==> src/rtl/alu_ctrl_seq.sv <==
// Registered ALU control decoder with valid/ready handshake and mult/div issue sequencer.
// Define ALU_CTRL_MD_EN to build in the mult/div decode, occupancy counter and MD_BUSY state.
module alu_ctrl_seq #(
  parameter int CTRL_W    = 4,
  parameter int MD_CYCLES = 32
) (
  input  logic              i_clk,
  input  logic              i_reset,
  input  logic              i_in_valid,
  output logic              o_in_ready,
  input  logic [1:0]        i_alu_op,
  input  logic [5:0]        i_funct,
  input  logic              i_flush,
  output logic              o_out_valid,
  output logic [CTRL_W-1:0] o_out_ctrl,
  output logic              o_illegal,
  output logic              o_md_start,
  output logic              o_md_busy,
  output logic              o_md_done
);

  logic [3:0] w_code;
  logic       w_illegal;
  logic       w_is_md;
  logic       w_accept;

  always_comb begin
    w_code    = 4'b0000;
    w_illegal = 1'b0;
    w_is_md   = 1'b0;
    unique case (i_alu_op)
      2'b00: w_code = 4'b0010;
      2'b01: w_code = 4'b0110;
      2'b11: w_code = 4'b0111;
      default: begin
        case (i_funct)
          6'b100000: w_code = 4'b0010;
          6'b100010: w_code = 4'b0110;
          6'b100100: w_code = 4'b0000;
          6'b100101: w_code = 4'b0001;
          6'b100111: w_code = 4'b1100;
          6'b101010: w_code = 4'b0111;
`ifdef ALU_CTRL_MD_EN
          6'b011000: begin
            w_code  = 4'b1000;
            w_is_md = 1'b1;
          end
          6'b011010: begin
            w_code  = 4'b1001;
            w_is_md = 1'b1;
          end
`endif
          default: begin
            w_code    = 4'b0000;
            w_illegal = 1'b1;
          end
        endcase
      end
    endcase
  end

  assign w_accept = i_in_valid & o_in_ready & ~i_flush;

  // Decode outputs: flush blocks the accept, so it also clears the pulses.
  always_ff @(posedge i_clk or posedge i_reset) begin
    if (i_reset) begin
      o_out_valid <= 1'b0;
      o_out_ctrl  <= '0;
      o_illegal   <= 1'b0;
    end else begin
      o_out_valid <= w_accept;
      o_illegal   <= w_accept & w_illegal;
      if (w_accept)
        o_out_ctrl <= CTRL_W'(w_code);
    end
  end

`ifdef ALU_CTRL_MD_EN
  localparam int CNT_W = $clog2(MD_CYCLES);

  typedef enum logic {
    S_IDLE    = 1'b0,
    S_MD_BUSY = 1'b1
  } state_t;

  state_t           r_state;
  logic [CNT_W-1:0] r_cnt;

  assign o_in_ready = ~o_md_busy;

  // md_done is registered one edge early so it lines up with the count-0 cycle.
  always_ff @(posedge i_clk or posedge i_reset) begin
    if (i_reset) begin
      r_state    <= S_IDLE;
      r_cnt      <= '0;
      o_md_start <= 1'b0;
      o_md_busy  <= 1'b0;
      o_md_done  <= 1'b0;
    end else begin
      o_md_start <= 1'b0;
      o_md_done  <= 1'b0;
      case (r_state)
        S_IDLE: begin
          if (w_accept && w_is_md) begin
            r_state    <= S_MD_BUSY;
            r_cnt      <= CNT_W'(MD_CYCLES - 1);
            o_md_start <= 1'b1;
            o_md_busy  <= 1'b1;
          end
        end
        S_MD_BUSY: begin
          if (i_flush) begin
            r_state   <= S_IDLE;
            r_cnt     <= '0;
            o_md_busy <= 1'b0;
          end else if (r_cnt == '0) begin
            r_state   <= S_IDLE;
            o_md_busy <= 1'b0;
          end else begin
            r_cnt     <= r_cnt - 1'b1;
            o_md_done <= (r_cnt == CNT_W'(1));
          end
        end
        default: begin
          r_state   <= S_IDLE;
          r_cnt     <= '0;
          o_md_busy <= 1'b0;
        end
      endcase
    end
  end
`else
  assign o_in_ready = 1'b1;
  assign o_md_start = 1'b0;
  assign o_md_busy  = 1'b0;
  assign o_md_done  = 1'b0;
`endif

endmodule

==> config.mk <==
export PLATFORM = sky130hd
export DESIGN_NAME = alu_ctrl_seq
export DESIGN_NICKNAME = d
export VERILOG_FILES = /design/src/rtl/alu_ctrl_seq.sv
export SDC_FILE = /design/constraint.sdc
export NUM_CORES = 1
export LEC_CHECK = 0
export CAP_MARGIN = 30
export CORE_AREA = 2 2 39 41
export DETAILED_ROUTE_END_ITERATION = 10
export DIE_AREA = 0 0 41 43
export SYNTH_ARGS = -nofsm -noshare
export SYNTH_HDL_FRONTEND = slang
export SYNTH_SLANG_ARGS = --single-unit
==> constraint.sdc <==
create_clock -name i_clk -period 0.94 [get_ports i_clk]
set_clock_uncertainty 0.2 [all_clocks]
set_input_delay 0.094 -clock i_clk [delete_from_list [all_inputs] [get_ports i_clk]]
set_output_delay 0.094 -clock i_clk [all_outputs]
set_load 0.02 [all_outputs]
---- Word-level counts from Yosys, hierarchy flattened ----
Index checks and enable logic that the tools add are counted.
operators by class
  eq/ne operators ......................... 8
  muxes and demuxes ....................... 4
  bitwise gates (word level) .............. 3
  reduce and logical (&&, ||, !) cells .... 3
operator list
  kind                                                                   number
  6-bit equality test, second input constant                             6
  4-bit case mux with 5 select lines                                     1
  4-bit case mux with 3 select lines                                     1
  6-bit OR reduction                                                     1
  3-bit OR reduction                                                     1
  1-bit bitwise AND                                                      2
  2-bit by 1-bit equality test with 1-bit output, second input constant  1
  2-bit equality test, second input constant                             1
  2-bit zero test                                                        1
  1-bit 2-to-1 mux                                                       2
  1-bit NOT                                                              1
word-level totals
  register bits ........................... 6
  bits of input ports ..................... 12
  output and inout bits ................... 10
  word-level logic and storage cells ...... 21

---- Longest topological paths before layout ----
Gate-level depths: netlist of run 1.
  depth after elaboration ................. 5
  gate-level depth with buffers ........... 5
  depth with buffers taken out ............ 4

---- Worst setup path after synthesis of run 1 ----
Ideal clock, no wire load.
  kind .................................... register to register
  from .................................... register, netlist name o_out_ctrl[0]
  to ...................................... register o_out_ctrl[0]
  library setup time ...................... 0.130 ns
  data arrival time ....................... 0.620 ns
  required time ........................... 0.610 ns
  path slack .............................. -0.010 ns
  stages on the path, launching flop included .. 3
  buffers on the path ..................... 0
  period minus slack after synthesis ...... 0.950 ns
  cells stage by stage .................... dfrtp_1 > mux2i_1 > a31oi_1
RTL lines
  element                 RTL line  RTL
  end signal: assignment  74        o_out_ctrl <= CTRL_W'(w_code);
  end: declaration        15        output logic [CTRL_W-1:0] o_out_ctrl,

---- Final worst setup path of run 1 ----
  from .................................... register o_out_ctrl[0]
  to ...................................... output port o_out_ctrl[0]
No word-level cell between the ends.

==> metrics.cfg, run 1 <==
[finish]
num_antenna_cells=0
n_fill_cell=147
final_cell_mix=buf_6, buf_4, dfrtp_1, conb_1, clkbuf_2
nets=79
syn_to_final_growth_pct=77.3
final_common_cell=buf_6
postLayoutCellArea_sq_um=683
fin_cells=82
drive_above_1_share_pct=56.1

[pwr]
power_frac_clock_pct=31.3
switching_share_pct=28.3
p_switching_mw=0.230
powerDensity_mw_per_mm2=1190
power_frac_comb_pct=32.3
ir_drop_mv=0.321
p_int_mw=0.583
p_leak_nw=0.331
finalPower_mw=0.813
seq_power_share_pct=36.3

[synth]
synthMuxAreaShare_pct=2.60
synth_compound_area_share_pct=16.9
synth.cell_area_sq_um=385
synth-simple-area-share_pct=26.9
ys_seq_area_share_pct=39.0
synth_area_per_cell_sq_um=9.88
synth_top_area_share_pct=39.0
ys_ff_latch=6
syn_inst=39
synthXorXnorAreaFrac_pct=0
synthTopCellsByArea=dfrtp_1, buf_4, o41ai_2, a311oi_2, nand3b_1
synth_top_family_by_area=simple AND/OR/NAND/NOR gates
synthAdderAreaFrac_pct=0
yosys.area.top_type=dfrtp_1
synth_cell_types=23
yosys_warnings=0

[drt]
vias=360
ant_nets=0
first_pass_iters=2
detail_route.vias_per_cell=4.39
drc=0
dr.first_iter.drc_count=5
routed_wl_microns=793
wl_per_cell_microns=9.67

[setup_path]
cp_slowest_cell=dfrtp_2
arrival_ns=0.77
worst-path-max-fanout=2
path_cells=buf_6
crit_family=flip-flops
path_class=register to output pin
critPathCaptureType=output pin
max_stage_delay_ns=0.40
startpoint=o_out_ctrl[0]
crit_path_start_kind=register
crit_required_ns=0.65
worstReg2RegStart=o_out_ctrl[0]
path_buf_inv=1

[clocking]
cts_tree=done
h-tree-depth=1
cts.path.max_buffers=2
cts_buffers=3
clock-root-buffer=clkbuf_4
clock_latency_ns=0.24
cts.sinks=6
clk_pin_slew_ns=0.05

[global_route]
grt_pass1_wl_microns=1400
gr-total-overflow=0
grt_pass1_vias=343
antenna_found_initial=0
track_usage_pct=12.0
grt_max_degree=7

[floorplanning]
die_area_sq_mm=0.00176
fp.dieH_microns=43
io_pins=22
rows=14
coreArea_sq_mm=0.00138
start_util_pct=27.8
die_width_microns=41

[placement]
place_area_sq_um=592
place.gp.congestion=0.718
place_ws_ns=-0.545
port-buffer-count=17
place_hpwl_microns=621
post-place-cells=75

[worst_hold_path]
hp-class=input pin to async pin

[timing]
fin_tns_setup_ns=-0.774
layout_setup_ws_ns=-0.127
setup_violations=8
rsz0062_at_grt=true
fin_hold_ws_ns=-0.142
post-route-min-period_ns=1.07
timing.final.max_slew_violations=0
timing.fmax_ghz=0.937
finalHoldViolCount=7
period_share_pct=114

[outcome]
violations=negative hold slack, negative setup slack
status=finished, violations left

[flow_run]
max_cap_violations=0

## state kept, by name, summed over array words and instances, names as in the netlist
register / flops
o_out_ctrl: 4
o_illegal: 1
o_out_valid: 1
## layout make-up
class,count,area [sq um],share of cell area [%]
Timing Repair Buffer,26,235,34.4
Sequential cell,6,151,22.2
Multi-Input combinational cell,27,236,34.6
Tap cell,16,20.0,2.93
Inverter,3,13.8,2.01
Clock buffer,4,26.3,3.85
## synth_stat cells
master and count:
o21ai_0 1, nand2b_4 1, dfrtp_1 6, nand3_1 1, mux2i_1 1, o2111ai_1 1
conb_1 2, a31oi_1 1, nand2_1 2, o41ai_2 1, nand4b_1 1, a21oi_1 1
a311oi_2 1, nor2b_4 1, nand3b_1 2, and3_1 1, and3b_1 1, inv_1 3
or2b_1 1, a41oi_1 1, nand2b_1 1, nor2_1 3, buf_4 5
## metal layers
| metal | track usage [%] | part of all wire, % |
|---|---|---|
| met1 | 15.0 | 40 |
| met2 | 16.3 | 50 |
| met3 | 3.14 | 8.3 |
| met4 | 10.0 | 0.76 |
| met5 | 0 | 0 |
## power groups by stage
stage	Clock, mW	Sequential (mW)	Combinational [mW]
2_1_floorplan	0	0.321	0.0863
3_3_place_gp	0	0.293	0.234
3_5_place_dp	0	0.294	0.233
4_1_cts	0.271	0.294	0.251
5_1_grt	0.279	0.298	0.290
6_report	0.255	0.295	0.263
## worst paths after layout
path | slack [ns] | to | cells after the start
min | -0.14 | o_out_valid | 2
min reg2reg | 0.38 | o_out_ctrl[1] | 3
max in group asynchronous | 0.48 | o_out_ctrl[0] | 2
max | -0.13 | o_out_ctrl[0] | 1
min in group i_clk | -0.06 | o_out_ctrl[3] | 2
max reg2reg | -0.07 | o_out_ctrl[0] | 3
## cell families after synthesis
| group | after synthesis |
|---|---|
| and+or+nand+nor | 15 |
| other | 2 |
| AOI/OAI and AO/OA | 7 |
| DFF | 6 |
| muxes | 1 |
| buffers and inverters | 8 |
## repair_timing
item | 4_1_cts | 5_1_grt
endpoints found under the setup margin | 12 | 11
endpoints found under the hold margin | 6 | 7
gates resized for setup | 62 | 13
buffers inserted | 3 | 0
pin swaps | 4 | 3
## stage by stage
stage	util (%)	hold WS, ns
2_1_floorplan	-	-0.315
3_3_place_gp	42.8	0.124
3_5_place_dp	42.8	0.116
4_1_cts	48.9	-0.148
5_1_grt	49.4	-0.128
6_report	49.4	-0.142
No activity file was read; power rests on OpenSTA's default activity.
==> run 2: changes to the inputs <==
--- a/config.mk
+++ b/config.mk
@@ -7,6 +7,7 @@
 export LEC_CHECK = 0
 export CAP_MARGIN = 30
 export CORE_AREA = 2 2 39 41
+export CTS_CLUSTER_SIZE = 10
 export DETAILED_ROUTE_END_ITERATION = 10
 export DIE_AREA = 0 0 41 43
 export SYNTH_ARGS = -nofsm -noshare
==> results of run 2 <==
Final layout, timing and power as in run 1 (identical DEF).
